$ cat src/rtl/psum_pkg.sv
// Shared types and helpers for the psum accumulation bank.
package psum_pkg;

  typedef enum logic {
    CLEAR  = 1'b0,
    ACTIVE = 1'b1
  } state_e;

  function automatic logic signed [63:0] sat_max(input int bw);
    return (64'sd1 <<< (bw - 1)) - 64'sd1;
  endfunction

  function automatic logic signed [63:0] sat_min(input int bw);
    return -(64'sd1 <<< (bw - 1));
  endfunction

endpackage

$ cat src/rtl/psum_acc_bank_if.sv
// Psum input stream, result stream, and control/status bundle of the accumulation bank.
interface psum_acc_bank_if #(
  parameter int col     = 8,
  parameter int psum_bw = 16,
  parameter int depth   = 16,
  parameter int aw      = $clog2(depth)
) ();
  logic                   clr;
  logic                   relu_en;
  logic                   sat_en;
  logic                   in_valid;
  logic                   in_ready;
  logic [psum_bw*col-1:0] in_data;
  logic [aw-1:0]          in_addr;
  logic                   in_first;
  logic                   in_last;
  logic                   out_valid;
  logic                   out_ready;
  logic [psum_bw*col-1:0] out_data;
  logic [aw-1:0]          out_addr;
  logic                   busy;
  logic [aw:0]            emit_cnt;

  modport master (
    output clr, relu_en, sat_en, in_valid, in_data, in_addr, in_first, in_last, out_ready,
    input  in_ready, out_valid, out_data, out_addr, busy, emit_cnt
  );

  modport slave (
    input  clr, relu_en, sat_en, in_valid, in_data, in_addr, in_first, in_last, out_ready,
    output in_ready, out_valid, out_data, out_addr, busy, emit_cnt
  );
endinterface

$ cat src/rtl/psum_add_sat.sv
// One channel of the accumulate path: overwrite, wrapping add, or saturating add.
module psum_add_sat
  import psum_pkg::*;
#(
  parameter int psum_bw = 16
) (
  input  logic [psum_bw-1:0] acc_i,
  input  logic [psum_bw-1:0] data_i,
  input  logic               first_i,
  input  logic               sat_en_i,
  output logic [psum_bw-1:0] sum_o
);
  localparam logic signed [63:0] MAX64 = sat_max(psum_bw);
  localparam logic signed [63:0] MIN64 = sat_min(psum_bw);
  localparam logic [psum_bw-1:0] MAXV  = MAX64[psum_bw-1:0];
  localparam logic [psum_bw-1:0] MINV  = MIN64[psum_bw-1:0];

  logic [psum_bw:0] sum_ext;
  logic             ovf;

  // One guard bit: overflow shows up as guard and sign bits disagreeing.
  always_comb begin
    sum_ext = {acc_i[psum_bw-1], acc_i} + {data_i[psum_bw-1], data_i};
    ovf     = sum_ext[psum_bw] ^ sum_ext[psum_bw-1];
    if (first_i)
      sum_o = data_i;
    else if (sat_en_i && ovf)
      sum_o = sum_ext[psum_bw] ? MINV : MAXV;
    else
      sum_o = sum_ext[psum_bw-1:0];
  end
endmodule

$ cat src/rtl/psum_acc_bank.sv
// Addressed psum accumulation buffer with clear sequencer and backpressured result register.
//   state  | meaning
//   CLEAR  | zeroing entry clr_ptr each cycle, inputs blocked
//   ACTIVE | accepting psum vectors, emitting results on last pass
module psum_acc_bank
  import psum_pkg::*;
#(
  parameter int col     = 8,
  parameter int psum_bw = 16,
  parameter int depth   = 16,
  parameter int aw      = $clog2(depth)
) (
  input  logic            clk,
  input  logic            reset,
  psum_acc_bank_if.slave  acc_if
);
  localparam int W = col * psum_bw;
  localparam logic [aw-1:0] LAST_PTR  = aw'(depth - 1);
  localparam logic [aw:0]   CNT_LIMIT = (aw + 1)'(depth);

  state_e          state_q, state_d;
  logic [aw-1:0]   clr_ptr_q, clr_ptr_d;
  logic            out_valid_q, out_valid_d;
  logic [W-1:0]    out_data_q, out_data_d;
  logic [aw-1:0]   out_addr_q, out_addr_d;
  logic [aw:0]     emit_cnt_q, emit_cnt_d;
  logic [W-1:0]    buf_q [depth];
  logic [W-1:0]    rd_row, new_row, relu_row;
  logic            in_ready, accept;

  assign rd_row   = buf_q[acc_if.in_addr];
  assign in_ready = (state_q == ACTIVE) && !acc_if.clr && (!out_valid_q || acc_if.out_ready);
  assign accept   = acc_if.in_valid && in_ready;

  for (genvar i = 0; i < col; i++) begin : g_ch
    psum_add_sat #(.psum_bw(psum_bw)) u_add (
      .acc_i    (rd_row[i*psum_bw +: psum_bw]),
      .data_i   (acc_if.in_data[i*psum_bw +: psum_bw]),
      .first_i  (acc_if.in_first),
      .sat_en_i (acc_if.sat_en),
      .sum_o    (new_row[i*psum_bw +: psum_bw])
    );
    // ReLU only shapes the emitted copy; the stored entry keeps its sign.
    assign relu_row[i*psum_bw +: psum_bw] =
      (acc_if.relu_en && new_row[i*psum_bw + psum_bw - 1]) ? '0 : new_row[i*psum_bw +: psum_bw];
  end

  always_comb begin
    state_d     = state_q;
    clr_ptr_d   = clr_ptr_q;
    emit_cnt_d  = emit_cnt_q;
    out_valid_d = out_valid_q;
    out_data_d  = out_data_q;
    out_addr_d  = out_addr_q;
    case (state_q)
      CLEAR: begin
        if (acc_if.clr) begin
          clr_ptr_d = '0;
        end else if (clr_ptr_q == LAST_PTR) begin
          state_d   = ACTIVE;
          clr_ptr_d = '0;
        end else begin
          clr_ptr_d = clr_ptr_q + aw'(1);
        end
      end
      ACTIVE: begin
        if (acc_if.clr) begin
          state_d   = CLEAR;
          clr_ptr_d = '0;
        end
      end
      default: state_d = CLEAR;
    endcase
    if (acc_if.clr)
      emit_cnt_d = '0;
    if (accept && acc_if.in_last) begin
      out_valid_d = 1'b1;
      out_data_d  = relu_row;
      out_addr_d  = acc_if.in_addr;
      if (emit_cnt_q != CNT_LIMIT)
        emit_cnt_d = emit_cnt_q + (aw + 1)'(1);
    end else if (out_valid_q && acc_if.out_ready) begin
      out_valid_d = 1'b0;
    end
  end

  always_ff @(posedge clk or posedge reset) begin
    if (reset) begin
      state_q     <= CLEAR;
      clr_ptr_q   <= '0;
      out_valid_q <= 1'b0;
      out_data_q  <= '0;
      out_addr_q  <= '0;
      emit_cnt_q  <= '0;
    end else begin
      state_q     <= state_d;
      clr_ptr_q   <= clr_ptr_d;
      out_valid_q <= out_valid_d;
      out_data_q  <= out_data_d;
      out_addr_q  <= out_addr_d;
      emit_cnt_q  <= emit_cnt_d;
    end
  end

  // Buffer contents are owned by the CLEAR sequence, so no reset here.
  always_ff @(posedge clk) begin
    if (state_q == CLEAR)
      buf_q[clr_ptr_q] <= '0;
    else if (accept)
      buf_q[acc_if.in_addr] <= new_row;
  end

  assign acc_if.in_ready  = in_ready;
  assign acc_if.out_valid = out_valid_q;
  assign acc_if.out_data  = out_data_q;
  assign acc_if.out_addr  = out_addr_q;
  assign acc_if.busy      = (state_q == CLEAR);
  assign acc_if.emit_cnt  = emit_cnt_q;
endmodule
$ cat src/flat_wrapper.sv
// flat-port wrapper written by rule: the top's interface ports become plain ports
module psum_acc_bank_flat import psum_pkg::*;
#(
  parameter int col     = 8,
  parameter int psum_bw = 16,
  parameter int depth   = 16,
  parameter int aw      = $clog2(depth)
)
  (clk, reset, acc_if_clr, acc_if_relu_en, acc_if_sat_en, acc_if_in_valid, acc_if_in_data, acc_if_in_addr, acc_if_in_first, acc_if_in_last, acc_if_out_ready, acc_if_in_ready, acc_if_out_valid, acc_if_out_data, acc_if_out_addr, acc_if_busy, acc_if_emit_cnt);
  psum_acc_bank_if #(.col(col), .psum_bw(psum_bw), .depth(depth), .aw(aw)) acc_if_i ();
  input  logic clk;
  input  logic reset;
  input wire logic [$bits(acc_if_i.clr)-1:0] acc_if_clr;
  input wire logic [$bits(acc_if_i.relu_en)-1:0] acc_if_relu_en;
  input wire logic [$bits(acc_if_i.sat_en)-1:0] acc_if_sat_en;
  input wire logic [$bits(acc_if_i.in_valid)-1:0] acc_if_in_valid;
  input wire logic [$bits(acc_if_i.in_data)-1:0] acc_if_in_data;
  input wire logic [$bits(acc_if_i.in_addr)-1:0] acc_if_in_addr;
  input wire logic [$bits(acc_if_i.in_first)-1:0] acc_if_in_first;
  input wire logic [$bits(acc_if_i.in_last)-1:0] acc_if_in_last;
  input wire logic [$bits(acc_if_i.out_ready)-1:0] acc_if_out_ready;
  output wire logic [$bits(acc_if_i.in_ready)-1:0] acc_if_in_ready;
  output wire logic [$bits(acc_if_i.out_valid)-1:0] acc_if_out_valid;
  output wire logic [$bits(acc_if_i.out_data)-1:0] acc_if_out_data;
  output wire logic [$bits(acc_if_i.out_addr)-1:0] acc_if_out_addr;
  output wire logic [$bits(acc_if_i.busy)-1:0] acc_if_busy;
  output wire logic [$bits(acc_if_i.emit_cnt)-1:0] acc_if_emit_cnt;
  assign acc_if_i.clr = acc_if_clr;
  assign acc_if_i.relu_en = acc_if_relu_en;
  assign acc_if_i.sat_en = acc_if_sat_en;
  assign acc_if_i.in_valid = acc_if_in_valid;
  assign acc_if_i.in_data = acc_if_in_data;
  assign acc_if_i.in_addr = acc_if_in_addr;
  assign acc_if_i.in_first = acc_if_in_first;
  assign acc_if_i.in_last = acc_if_in_last;
  assign acc_if_i.out_ready = acc_if_out_ready;
  assign acc_if_in_ready = acc_if_i.in_ready;
  assign acc_if_out_valid = acc_if_i.out_valid;
  assign acc_if_out_data = acc_if_i.out_data;
  assign acc_if_out_addr = acc_if_i.out_addr;
  assign acc_if_busy = acc_if_i.busy;
  assign acc_if_emit_cnt = acc_if_i.emit_cnt;
  psum_acc_bank #(.col(col), .psum_bw(psum_bw), .depth(depth), .aw(aw)) u_core (.clk(clk), .reset(reset), .acc_if(acc_if_i));
endmodule
$ cat config.mk
export PLATFORM = sky130hd
export DESIGN_NAME = psum_acc_bank_flat
export DESIGN_NICKNAME = d
export VERILOG_FILES = /design/src/rtl/psum_pkg.sv /design/src/rtl/psum_acc_bank_if.sv /design/src/rtl/psum_add_sat.sv /design/src/rtl/psum_acc_bank.sv /design/src/flat_wrapper.sv
export SDC_FILE = /design/constraint.sdc
export NUM_CORES = 2
export LEC_CHECK = 0
export ABC_AREA = 0
export CELL_PAD_IN_SITES_DETAIL_PLACEMENT = 1
export CELL_PAD_IN_SITES_GLOBAL_PLACEMENT = 1
export CORE_ASPECT_RATIO = 1.25
export CORE_UTILIZATION = 49
export DETAILED_ROUTE_END_ITERATION = 16
export PLACE_DENSITY_LB_ADDON = 0.15
export SETUP_SLACK_MARGIN = 0.4
export SLEW_MARGIN = 20
export SYNTH_ARGS = -nofsm -noshare
export SYNTH_HDL_FRONTEND = slang
export SYNTH_HIERARCHICAL = 1
export SYNTH_SLANG_ARGS = --single-unit
$ cat constraint.sdc
create_clock -name clk -period 7.8 [get_ports clk]
set_input_delay 2.34 -clock clk [delete_from_list [all_inputs] [get_ports clk]]
set_output_delay 2.34 -clock clk [all_outputs]
set_load 0.005 [all_outputs]
==> flow_summary.ini <==
[outcome]
status = finished clean

[drt]
drc_errors = 0
drt_wl_total_um = 254000
wl_per_cell_um = 31.9
vias = 50123
drtPass1Iterations = 5
ant_nets = 0
vias_per_cell = 6.29
drtIter0Drc = 3764

[logic_synthesis]
synth.avg_cell_area_um2 = 19.3
ys.flop_type = edfxtp_1
yosysTopAreaCell = edfxtp_1
synth_cells = 4817
yosys_warnings = 6
yosysMostFrequentCell = edfxtp_1
synth_seq_area_share_pct = 69.9
netlist_area_um2 = 93100
ys_top_cells_by_area = edfxtp_1, mux4_2, dfrtp_1, ha_1, a2bb2oi_2
synth-seq-cells = 2191
synth_cell_type_count = 63
synthTopCellsByCount = edfxtp_1, mux4_2, and2_1, nand2_1, dfrtp_1
async_flop_share_pct = 6.53
syn-num-nets = 5097
synth_edf_count = 2048
synth_top_area_share_pct = 66.0

[worst_setup_path]
startpoint_type = input port
path_cells = buf_8, buf_4, mux4_2, a211oi_1, a21oi_1, ha_1, a211oi_2, nor4b_2, nor2_1, o21ai_4, xnor2_2, o21ai_1, a2bb2oi_2, and2_1
path_delay_family = compound AO/OA/AOI/OAI gates
slowest_stage = xnor2_2
slowest_delay_ps = 750
worst_setup_path_end_kind = flip-flop
crit_arrival_ps = 7230
cp_data_required_time_ps = 8330
crit_fanout = 42
crit_buf_inv = 2
crit_type = in -> reg

[grt]
grt_max_degree = 92
grt.total_usage_pct = 26.8
grt_pass1_wl_um = 370000
antenna_found_initial = 14
grt_pass1_vias = 53084
overflow = 0

[placement]
place_inst = 7572
gp_congestion = 0.885
post-dp-hpwl_um = 150000
port_buffers = 280

[timing]
maxClockFrequency_mhz = 149
period_share_pct = 85.8
rsz0062_at_grt = no
drv_slew = 0
setup-tns-final_ps = 0
period_minus_slack_ps = 6690
relSlewSlack_pct = 27.5
worst_pin_slew_ps = 1080
hold_viol = 0
setup_violations = 0
fin_skew_ps = 37.3
hold-worst-slack_ps = 483

[layout]
nNetsFinal = 5542
synthToLayoutAreaGrowth_pct = 15.2
utilization_pct = 57.0
layout.cells.non_filler = 7972
drive_above_1_share_pct = 23.7

[floorplanning]
dieHeight_um = 489
rows = 178
die-area_um2 = 192000
core_area_um2 = 188000
dieWidth_um = 392
start_util_pct = 49.4
io_pins = 281

[pwr]
ir_drop_mv = 0.265
seq_power_share_pct = 49.9
clkPwrFrac_pct = 39.5
combPwrFrac_pct = 10.6
leakage_uw = 0.0349
switching_share_pct = 23.5
switchingPower_uw = 6160
intPower_uw = 20000
pwr_density_cell_nw_per_um2 = 244
total_power_uw = 26200

[clock_network]
root_buffer = clkbuf_16
cts_tree = built
cts_setup_buffers = 0
clockBufferDepth = 3
numCtsBuffers = 208
ctsHoldBuffers = 0
clock-sinks = 2191
clk_latency_ps = 870
h-tree-depth = 4
cts_resized = 0
clkSlewWorstSetupHoldPaths_ps = 60

[job]
cap_violations = 0

[hold_path]
hp-class = reg -> reg
==> layout by cell type, fill, tap and decap left out, drive strengths merged, types with 20 or more instances in the layout <==
| master | instances |
|---|---|
| a2bb2oi | 96 |
| mux2i | 77 |
| buf | 204 |
| a21oi | 134 |
| bufinv | 21 |
| a31oi | 28 |
| clkinv | 84 |
| clkbuf | 280 |
| nand2 | 145 |
| a22o | 120 |
| edfxtp | 2048 |
| o211ai | 40 |
| inv | 71 |
| clkdlybuf4s50 | 272 |
| o21a | 24 |
| o21ai | 150 |
| xnor2 | 65 |
| a21o | 48 |
| and3 | 34 |
| mux4 | 580 |
| ha | 131 |
| nor2 | 123 |
| o221ai | 36 |
| nor3 | 25 |
| o22ai | 26 |
| nand2b | 36 |
| and2 | 145 |
| a211oi | 38 |
| nand3 | 20 |
| nor2b | 20 |
| dfrtp | 143 |
==> state kept, by name, summed over array words and instances, names as in the netlist <==
signal                   cells
u_core/buf_q              2048
u_core/acc_if.out_data     128
u_core/acc_if.emit_cnt       5
u_core/acc_if.out_addr       4
u_core/clr_ptr_q             4
u_core/acc_if.out_valid      1
u_core/state_q               1
==> worst reg2reg max path: stages, from the launching register on <==
cell and delay (ps):
edfxtp_1 380, mux4_2 460, nor2b_1 150, a211oi_1 390
a21oi_1 170, ha_1 460, nor3_1 200, nor2_1 100
o21a_1 160, a221o_1 420, xnor2_2 410, buf_4 290
o221ai_1 150, a2bb2oi_1 240, and2_1 510, a22o_1 240
==> metrics by stage <==
step / setup WS, ps / instance area [um2]
floorplan: -1630 / 93100
global placement: 371 / 100000
detailed placement: 287 / 100000
CTS: 1130 / 107000
global route: 810 / 107000
finish: 1110 / 107000
==> power by group through the flow <==
| stage | Sequential, uW | Clock (uW) | Combinational, uW |
|---|---|---|---|
| after global routing | 13100 | 10900 | 2960 |
| after global placement | 13300 | 0 | 2720 |
| final | 13100 | 10300 | 2760 |
| after detailed placement | 13300 | 0 | 2750 |
| after CTS | 13100 | 10500 | 2780 |
| after floorplan | 13300 | 0 | 1820 |
==> logic make-up (layout without fill, tap and decap cells) <==
family                     Yosys count  after routing  synth area share, %
DFF                               2191           2191                 69.9
AOI/OAI and AO/OA                  831            831                 7.03
muxes                              668            668                 15.0
and+or+nand+nor                    599            599                 3.59
buffers and inverters              306            938                 1.74
adders and majority gates          139            139                 1.93
xor gates and xnor gates            83             83                0.845
other                                0              3                    0
==> routing by layer <==
metal | global-route usage, % | up-vias | share of wire, %
li1 | - | 20920 | -
met1 | 37.7 | 27229 | 42
met2 | 44.1 | 1648 | 49
met3 | 4.44 | 314 | 6.5
met4 | 6.10 | 12 | 1.9
met5 | 0 | - | 0.032
==> final cells by class <==
cell class	count	area, um2
fillers	16437	81100
flip-flops and latches	2191	65100
multi-input cells	2320	26600
clock buffers	280	5690
repair buffers	476	5270
well taps	2520	3150
clock inverters	117	1300
inverters	65	259
diodes	3	7.51
==> final timing paths <==
check,to,slack (ps),from,cells past startpoint
worst max-delay path,u_core/buf_q[15][106]$_DFFE_PP_,1110,acc_if_in_addr[1],14
worst min-delay path,u_core/acc_if.out_data[79]$_DFFE_PP0P_,480,u_core/acc_if.out_data[79]$_DFFE_PP0P_,2
worst max register to register,u_core/acc_if.out_data[35]$_DFFE_PP0P_,3020,u_core/buf_q[6][38]$_DFFE_PP_,15
worst min register to register,u_core/acc_if.out_data[79]$_DFFE_PP0P_,480,u_core/acc_if.out_data[79]$_DFFE_PP0P_,2
max in group asynchronous,u_core/acc_if.out_data[86]$_DFFE_PP0P_,4490,reset,3
min in group asynchronous,u_core/acc_if.out_data[124]$_DFFE_PP0P_,1940,reset,2
Power figures use the tool's default switching activity.
